**src/rtl/keypad_scan.sv**
```systemverilog
`default_nettype none
// ============================================================================
//  Module      : keypad_scan
//  Description : 4x4 matrix keypad scanner with full-scan debouncing. Drives
//                one active-low column at a time, classifies every complete
//                scan and accepts a key only after DEBOUNCE_SCANS identical
//                single-key scans. Accepted codes shift into a 16-bit history.
//  Revision    : 1.0 - initial release
// ============================================================================
module keypad_scan #(
  parameter int SCAN_DIV       = 50000,
  parameter int DEBOUNCE_SCANS = 4
) (
  input  logic        clk_i,
  input  logic        rst_n_i,
  input  logic [3:0]  row_i,
  input  logic        clr_i,
  output logic [3:0]  col_o,
  output logic        key_valid_o,
  output logic [3:0]  key_code_o,
  output logic [15:0] data_o
);

  localparam int             PW        = (SCAN_DIV > 2) ? $clog2(SCAN_DIV) : 2;
  localparam logic [PW-1:0]  PRESC_MAX = PW'(SCAN_DIV - 1);
  localparam logic [PW-1:0]  PRESC_ONE = PW'(1);
  localparam logic [3:0]     CNT_MAX   = 4'(DEBOUNCE_SCANS);

  typedef enum logic [1:0] {
    S_IDLE     = 2'd0,
    S_DEBOUNCE = 2'd1,
    S_PRESSED  = 2'd2,
    S_RELEASE  = 2'd3
  } state_e;

  // Synchronizer, scan timing and per-scan accumulation registers
  logic [3:0]    sync1_q, sync2_q;
  logic [PW-1:0] presc_q;
  logic [1:0]    col_idx_q;
  logic [1:0]    acc_hits_q;   // saturating hit count: 0, 1, or 2 (=many)
  logic [3:0]    acc_code_q;

  // FSM and output registers
  state_e        state_q;
  logic [3:0]    cnt_q;
  logic [3:0]    cand_q;
  logic          key_valid_q;
  logic [3:0]    key_code_q;
  logic [15:0]   data_q;

  // Combinational scan evaluation
  logic          tick;
  logic          scan_end;
  logic [3:0]    rows_low;
  logic [2:0]    col_hits;
  logic [1:0]    col_row;
  logic [1:0]    base_hits;
  logic [3:0]    base_code;
  logic [2:0]    hit_sum;
  logic [1:0]    hits_d;
  logic [3:0]    code_d;
  logic          res_none;
  logic          res_single;

  assign tick     = (presc_q == PRESC_MAX);
  assign scan_end = tick && (col_idx_q == 2'd3);

  // Two-flop synchronizer for the asynchronous, active-low row inputs
  always_ff @(posedge clk_i or negedge rst_n_i) begin
    if (!rst_n_i) begin
      sync1_q <= 4'hF;
      sync2_q <= 4'hF;
    end else begin
      sync1_q <= row_i;
      sync2_q <= sync1_q;
    end
  end

  // Free-running prescaler and column index; never influenced by the FSM
  always_ff @(posedge clk_i or negedge rst_n_i) begin
    if (!rst_n_i) begin
      presc_q   <= '0;
      col_idx_q <= 2'd0;
    end else if (tick) begin
      presc_q   <= '0;
      col_idx_q <= col_idx_q + 2'd1;
    end else begin
      presc_q   <= presc_q + PRESC_ONE;
    end
  end

  assign col_o = ~(4'b0001 << col_idx_q);

  // Count low rows in the current column and remember which one was low
  always_comb begin
    rows_low = ~sync2_q;
    col_hits = 3'd0;
    col_row  = 2'd0;
    for (int r = 3; r >= 0; r--) begin
      if (rows_low[r]) begin
        col_hits = col_hits + 3'd1;
        col_row  = 2'(r);
      end
    end
  end

  // Fold this column's sample into the running scan result; column 0 restarts it
  always_comb begin
    base_hits = (col_idx_q == 2'd0) ? 2'd0 : acc_hits_q;
    base_code = (col_idx_q == 2'd0) ? 4'h0 : acc_code_q;
    hit_sum   = {1'b0, base_hits} + col_hits;
    hits_d    = (hit_sum >= 3'd2) ? 2'd2 : hit_sum[1:0];
    code_d    = (base_hits == 2'd0 && col_hits == 3'd1) ? {col_row, col_idx_q}
                                                        : base_code;
    res_none   = (hits_d == 2'd0);
    res_single = (hits_d == 2'd1);
  end

  // Capture the accumulated scan result at every column tick
  always_ff @(posedge clk_i or negedge rst_n_i) begin
    if (!rst_n_i) begin
      acc_hits_q <= 2'd0;
      acc_code_q <= 4'h0;
    end else if (tick) begin
      acc_hits_q <= hits_d;
      acc_code_q <= code_d;
    end
  end

  // Debounce FSM, evaluated once per full scan, with registered outputs
  always_ff @(posedge clk_i or negedge rst_n_i) begin
    if (!rst_n_i) begin
      state_q     <= S_IDLE;
      cnt_q       <= 4'd0;
      cand_q      <= 4'h0;
      key_valid_q <= 1'b0;
      key_code_q  <= 4'h0;
      data_q      <= 16'h0000;
    end else begin
      key_valid_q <= 1'b0;
      if (scan_end) begin
        case (state_q)
          S_IDLE: begin
            if (res_single) begin
              cand_q  <= code_d;
              cnt_q   <= 4'd1;
              state_q <= S_DEBOUNCE;
            end
          end
          S_DEBOUNCE: begin
            if (res_single && (code_d == cand_q)) begin
              if (cnt_q + 4'd1 == CNT_MAX) begin
                key_valid_q <= 1'b1;
                key_code_q  <= cand_q;
                data_q      <= {data_q[11:0], cand_q};
                cnt_q       <= 4'd0;
                state_q     <= S_PRESSED;
              end else begin
                cnt_q <= cnt_q + 4'd1;
              end
            end else begin
              cnt_q   <= 4'd0;
              state_q <= S_IDLE;
            end
          end
          S_PRESSED: begin
            // Any key activity keeps us here: no auto-repeat on key change
            if (res_none) begin
              cnt_q   <= 4'd1;
              state_q <= S_RELEASE;
            end
          end
          S_RELEASE: begin
            if (res_none) begin
              if (cnt_q + 4'd1 == CNT_MAX) begin
                cnt_q   <= 4'd0;
                state_q <= S_IDLE;
              end else begin
                cnt_q <= cnt_q + 4'd1;
              end
            end else begin
              cnt_q   <= 4'd0;
              state_q <= S_PRESSED;
            end
          end
          default: begin
            cnt_q   <= 4'd0;
            state_q <= S_IDLE;
          end
        endcase
      end
      // Clear wins over a coincident accept for the history register only
      if (clr_i) begin
        data_q <= 16'h0000;
      end
    end
  end

  assign key_valid_o = key_valid_q;
  assign key_code_o  = key_code_q;
  assign data_o      = data_q;

endmodule
`default_nettype wire

```
**config.mk**
```make
export PLATFORM = sky130hd
export DESIGN_NAME = keypad_scan
export DESIGN_NICKNAME = d
export VERILOG_FILES = /design/src/rtl/keypad_scan.sv
export SDC_FILE = /design/constraint.sdc
export NUM_CORES = 1
export LEC_CHECK = 0
export ABC_AREA = 1
export BUFFER_PORTS_ARGS = -buffer_cell sky130_fd_sc_hd__buf_2
export CAP_MARGIN = 20
export CORE_MARGIN = 2
export CORE_UTILIZATION = 47
export CTS_CLUSTER_DIAMETER = 120
export DETAILED_ROUTE_END_ITERATION = 7
export GPL_TIMING_DRIVEN = 1
export PLACE_DENSITY_LB_ADDON = 0.2
export SKIP_CTS_REPAIR_TIMING = 1
export SLEW_MARGIN = 0
export SYNTH_ARGS = -nofsm -noshare
export SYNTH_HDL_FRONTEND = slang
export SYNTH_SLANG_ARGS = --single-unit
export TNS_END_PERCENT = 20
```
**constraint.sdc**
```tcl
create_clock -name clk_i -period 3.82 [get_ports clk_i]
set_clock_uncertainty 0.05 [all_clocks]
set_input_delay 0.191 -clock clk_i [delete_from_list [all_inputs] [get_ports clk_i]]
set_output_delay 0.191 -clock clk_i [all_outputs]
set_load 0.01 [all_outputs]
```
* Yosys cells after proc, flatten, opt, wreduce, memory -nomap -nowiden *
Cells that the tools add are included.

storage, ports and cells
  register bits = 63
  bits of input ports = 7
  output and inout bits = 25

operators by class
  add/subtract/negate cells = 7
  $lt $le $gt $ge = 1
  eq/ne operators = 13
  shift-type cells = 1
  muxes and demuxes = 35
  bitwise logic cells = 2
  reduce and logical (&&, ||, !) cells = 16

operator list
  cell                                                                count
  16-bit two-way mux                                                  6
  4-bit two-way mux                                                   7
  2-bit two-way mux                                                   12
  16-bit by 1-bit adder with 16-bit output (second input constant)    1
  16-bit == test (second input constant)                              1
  4-bit one-hot mux with 4 select lines                               1
  3-bit by 1-bit adder with 3-bit output (second input constant)      3
  3-bit two-way mux                                                   3
  2-bit logical NOT                                                   4
  4-bit inverter                                                      2
  2-bit one-hot mux with 4 select lines                               1
  4-bit AND reduction                                                 2
  2-bit nonzero test                                                  4
  2-bit == test (second input constant)                               3
  3-bit != test (second input constant)                               2
  3-bit AND reduction                                                 2
  1-bit two-way mux                                                   5
  5-bit AND reduction                                                 1
  4-bit by 1-bit adder with 4-bit output (second input constant)      1
  2-bit by 1-bit == test with 1-bit output (second input constant)    2
  4-bit by 3-bit == test with 1-bit output (second input constant)    1
  4-bit == test                                                       1
  2-bit != test (second input constant)                               2
  1-bit by 2-bit << shifter with 4-bit output (first input constant)  1
  5 further kinds                                                     7

* Logic depth before layout (Yosys ltp) *
  depth in word-level cells = 17
  mapped depth = 23

* Worst setup path before layout *
No wires, ideal clock.

  path kind = register to register
  start = register sync2_q[2]
  end = register data_q[11], in the netlist data_o[11]
  data arrival time = 3.005 ns
  required time = 3.650 ns
  setup slack = 0.645 ns
  cell stages (with the launch flop) = 19
  buffers on the path = 1
  cells stage by stage = dfstp_2 > inv_1 > ha_1 > inv_1 > nand2_2 > nand2_1 > ha_1 > nand2_1 > nand2_2 > fa_1 > a21oi_2 > o21ai_2 > nor2_4 > nand3_1 > nor3_4 > nand2_4 > buf_6 > nand3_1 > o21ai_2

between the ends
  word-level cells in the longest chain between the ends = 13
  elaborated cells between the ends (all ways) = 20
  those cells by class = 3 x add/sub; 1 x order compare; 3 x eq/ne; 8 x mux; 1 x bitwise; 4 x reduce/logical

RTL lines
  item                                                                                                       RTL line  RTL
  start: declaration                                                                                         37        logic [3:0] sync1_q, sync2_q;
  start signal: assignment                                                                                   75        sync2_q <= sync1_q;
  4-bit inverter *                                                                                           96        rows_low = ~sync2_q;
  3-bit two-way mux                                                                                          100       if (rows_low[r]) begin
  3-bit by 1-bit adder with 3-bit output                                                                     101       col_hits = col_hits + 3'd1;
  3-bit two-way mux                                                                                          100
  3-bit by 1-bit adder with 3-bit output                                                                     101
  3-bit two-way mux                                                                                          100
  2-bit by 3-bit adder with 3-bit output / 3-bit by 1-bit == test with 1-bit output (equally long branches)  111, 113
  3-bit by 2-bit greater-or-equal comparator with 1-bit output / 1-bit logical AND (equally long branches)   112, 113
  2-bit two-way mux / 4-bit two-way mux (equally long branches)                                              112, 113
  2-bit by 1-bit == test with 1-bit output / 4-bit == test (equally long branches)                           116, 151
  1-bit logical AND *                                                                                        151       if (res_single && (code_d == cand_q)) begin
  2-bit nonzero test (no line) *                                                                             --
  4-bit AND reduction (no line) *                                                                            --
  end signal: assignment                                                                                     155       data_q <= {data_q[11:0], cand_q};
  end: declaration                                                                                           49        logic [15:0] data_q;

Every way passes the cells marked *; elsewhere a longest branch is shown, timed or not.
A chain may end at the register's enable or synchronous reset.

* Final worst setup path *
  start = register sync2_q[2]
  end = register data_q[3], in the netlist data_o[3]

Same word-level chain as after synthesis.

==> flow_summary_export.csv <==
group,metric,value,unit
sta,grt_setup_unrepaired,"false",
floorplanning,dieArea,0.00783,sq mm
critical_path,endpoint,"data_o[3]",
clock_network,cts.clk_slew.worst_paths,0.08,ns
sta,finalCriticalPeriod,3.41,ns
routing,first_pass_iters,4,
finish,antenna_cells,0,
critical_path,cp.required,4.03,ns
critical_path,r2r_setup_slack,0.41,ns
place,dp.final_hpwl,4420,um
clock_network,h-tree-depth,3,
floorplanning,fp.dieW,88.5,um
sta,setup_tns,0,ns
synthesis,synthesis.nets,412,
floorplanning,ios,32,
place,place_ws,0.380,ns
grt,grt_usage,17.5,%
synthesis,seq_area_frac_synth,47.3,%
clock_network,cts.sinks,63,
grt,grt_pass1_wl,10800,um
critical_path,cp_slowest_stage_delay,0.55,ns
routing,vias,2561,
synthesis,synth_area_leaders,"dfrtp_1, nand2_1, inv_1",
floorplanning,num_rows,30,
job,drv_cap,0,
grt,first_global_vias,2470,
finish,layout_commonest_cell,"nand2_1",
routing,vias_per_cell,4.77,
critical_path,cp_slowest_cell,"dfstp_2",
synthesis,ys_warn_count,0,
grt,grt_max_degree,34,
sta,slew_viol_final,0,
finish,finalNetCount,456,
grt,antenna_found_initial,0,
power,powerDensity,368,mW/mm^2
hold_path,min_path_type,"flop to flop",
grt,gr-total-overflow,0,
critical_path,path_buf_inv,2,
clock_network,cts.path.max_buffers,2,
outcome,status,"completed",
synthesis,synth_top_area_share,41.0,%
synthesis,ys_types,36,
routing,drtAntennaViolNets,0,
critical_path,cp_top_family,"adder cells",
finish,final_cell_mix,"nand2_1, inv_1, dfrtp_1",
clock_network,insertion_delay,0.34,ns
clock_network,cts_buffers,9,
floorplanning,die_h,88.5,um
critical_path,endpoint_kind,"flop",
routing,drc,0,
critical_path,crit_fanout,16,
routing,drt_iter0_drc,102,
routing,wl_per_cell,11.3,um
critical_path,reg2reg_from,"sync2_q[2]",
hold_path,min_path_cells,0,
synthesis,ys_ff_latch,63,
clock_network,cts_tree,"done",
critical_path,reg2reg_depth,16,
sta,tightest_slew,0.718,ns
critical_path,worstPathArrival,3.62,ns
routing,routed_wl,6070,um
synthesis,yosysTopAreaCell,"dfrtp_1",
place,place.gp.congestion,0.850,
finish,syn_to_final_growth,15.6,%
finish,drive_gt1_share,23.8,%
sta,slew_headroom,52.1,%
sta,setup_viol_count_final,0,
place,portBuffers,31,
synthesis,syn_inst,392,
sta,final-hold-violation-count,0,
critical_path,startpoint,"sync2_q[2]",
finish,instances_no_fill,537,
place,dpl.cell_count,516,
sta,timing.fmax,293,MHz
sta,fin_ws,0.413,ns
critical_path,start_kind,"flop",
synthesis,syn_area,0.00335,sq mm
floorplanning,core,0.00687,sq mm
floorplanning,initial_core_util,48.8,%
power,ir_drop,166,uV
critical_path,rr_endpoint,"data_o[3]",
critical_path,critPathKind,"flop to flop",
synthesis,synth_area_per_cell,8.56,sq um
sta,period_share,89.2,%
critical_path,crit_chain,"inv_1 > ha_1 > inv_1 > nand2_2 > nand2_1 > ha_1 > nand2_1 > nand2_2 > fa_1 > a21oi_2 > o21ai_2 > nor2_4 > nand3_1 > nor3_4 > nand3_4 > o21ai_0",
critical_path,cp_num_cells,16,
clock_network,cts_root_buffer,"clkbuf_8",
power,power.leakage,0.00195,uW
## worst reg2reg max path, delay by kind of cell, from the launching register on
kind,cells,cell delay [ns]
buffers and inverters,2,0.13
flip-flops,1,0.55
adder cells (fa/ha/maj),3,1.11
AND/OR/NAND/NOR,8,1.04
AO/OA/AOI/OAI,3,0.46
## stage by stage
step / hold WS, ns / utilization, % / power (uW) / area (sq um)
after floorplan: -0.155 / - / 765 / 3350
after global placement: 0.240 / 52.5 / 794 / 3610
after detailed placement: 0.248 / 52.5 / 796 / 3610
after CTS: -0.116 / 55.7 / 1440 / 3830
after global routing: 0.309 / 56.5 / 1490 / 3880
final: 0.306 / 56.5 / 1430 / 3880
## synthesized netlist by cell type
cell type  instances
nor3_4             1
nor2_4             4
dfrtp_1           55
a21oi_1            7
nor3_2             1
and2_4             1
xor2_1             4
nand2_2            9
nor2_1            28
ha_1              12
o21ai_0           26
or2_2              1
inv_1             62
nor2_2             2
nor4_1             2
nand3_4            1
nand3_2            9
nor3b_1            2
nor3_1             1
nand4_1            6
nand2_4            3
a21oi_2            1
fa_1               1
nand2_1           82
clkbuf_1           2
dfstp_2            8
inv_2              4
and2_1             1
xnor2_1            1
nand3_1           37
nand3b_1           1
o221a_2            1
clkinv_1           2
buf_6              2
o21ai_2           11
o221ai_1           1
## cells by family (layout without fill, tap and decap cells)
logic type               count (synthesis)  after routing  synth area share [%]
adder cells (fa/ha/maj)                 13             13                  5.07
AO/OA/AOI/OAI                           47             47                  8.65
AND/OR/NAND/NOR                        192            192                  29.2
buffers and inverters                   72            121                  8.50
flip-flops                              63             63                  47.3
XOR/XNOR                                 5              5                  1.31
## metal layers
layer  up-vias  track usage [%]  share of wire (%)
met1      1177             22.1                 46
met5         -                0                  0
li1       1332                -                  -
met2        45             29.6                 49
met4         0             5.51               0.87
met3         7             4.48                3.7
## power breakdown
part	internal (uW)	total (uW)	switching [uW]
clock	368	640	273
combinational	35.7	108	72.1
sequential	675	678	3.16
total	1080	1430	348
## cell type report
type | count | area (sq um)
Clock buffer | 9 | 124
Timing Repair Buffer | 37 | 213
Multi-Input combinational cell | 257 | 1480
Clock inverter | 7 | 97.6
Fill cell | 622 | 2990
Tap cell | 96 | 120
Inverter | 68 | 255
Sequential cell | 63 | 1590
## worst min path at each step
stage | from | end | slack [ns]
global placement | rst_n_i | col_idx_q[0] | 0.24
finish | sync1_q[0] | sync2_q[0] | 0.31
detailed placement | row_i[1] | sync1_q[1] | 0.25
global route | sync1_q[3] | sync2_q[3] | 0.31
floorplan | rst_n_i | acc_code_q[0] | -0.15
CTS | row_i[1] | sync1_q[1] | -0.12
## state kept, by name, indices dropped and copies added, names as in the netlist
| signal | cells |
|---|---|
| key_code_o | 4 |
| state_q | 2 |
| acc_hits_q | 2 |
| acc_code_q | 4 |
| data_o | 16 |
| cnt_q | 4 |
| key_valid_o | 1 |
| cand_q | 4 |
| presc_q | 16 |
| sync2_q | 4 |
| sync1_q | 4 |
| col_idx_q | 2 |
Power figures use the tool's default switching activity.
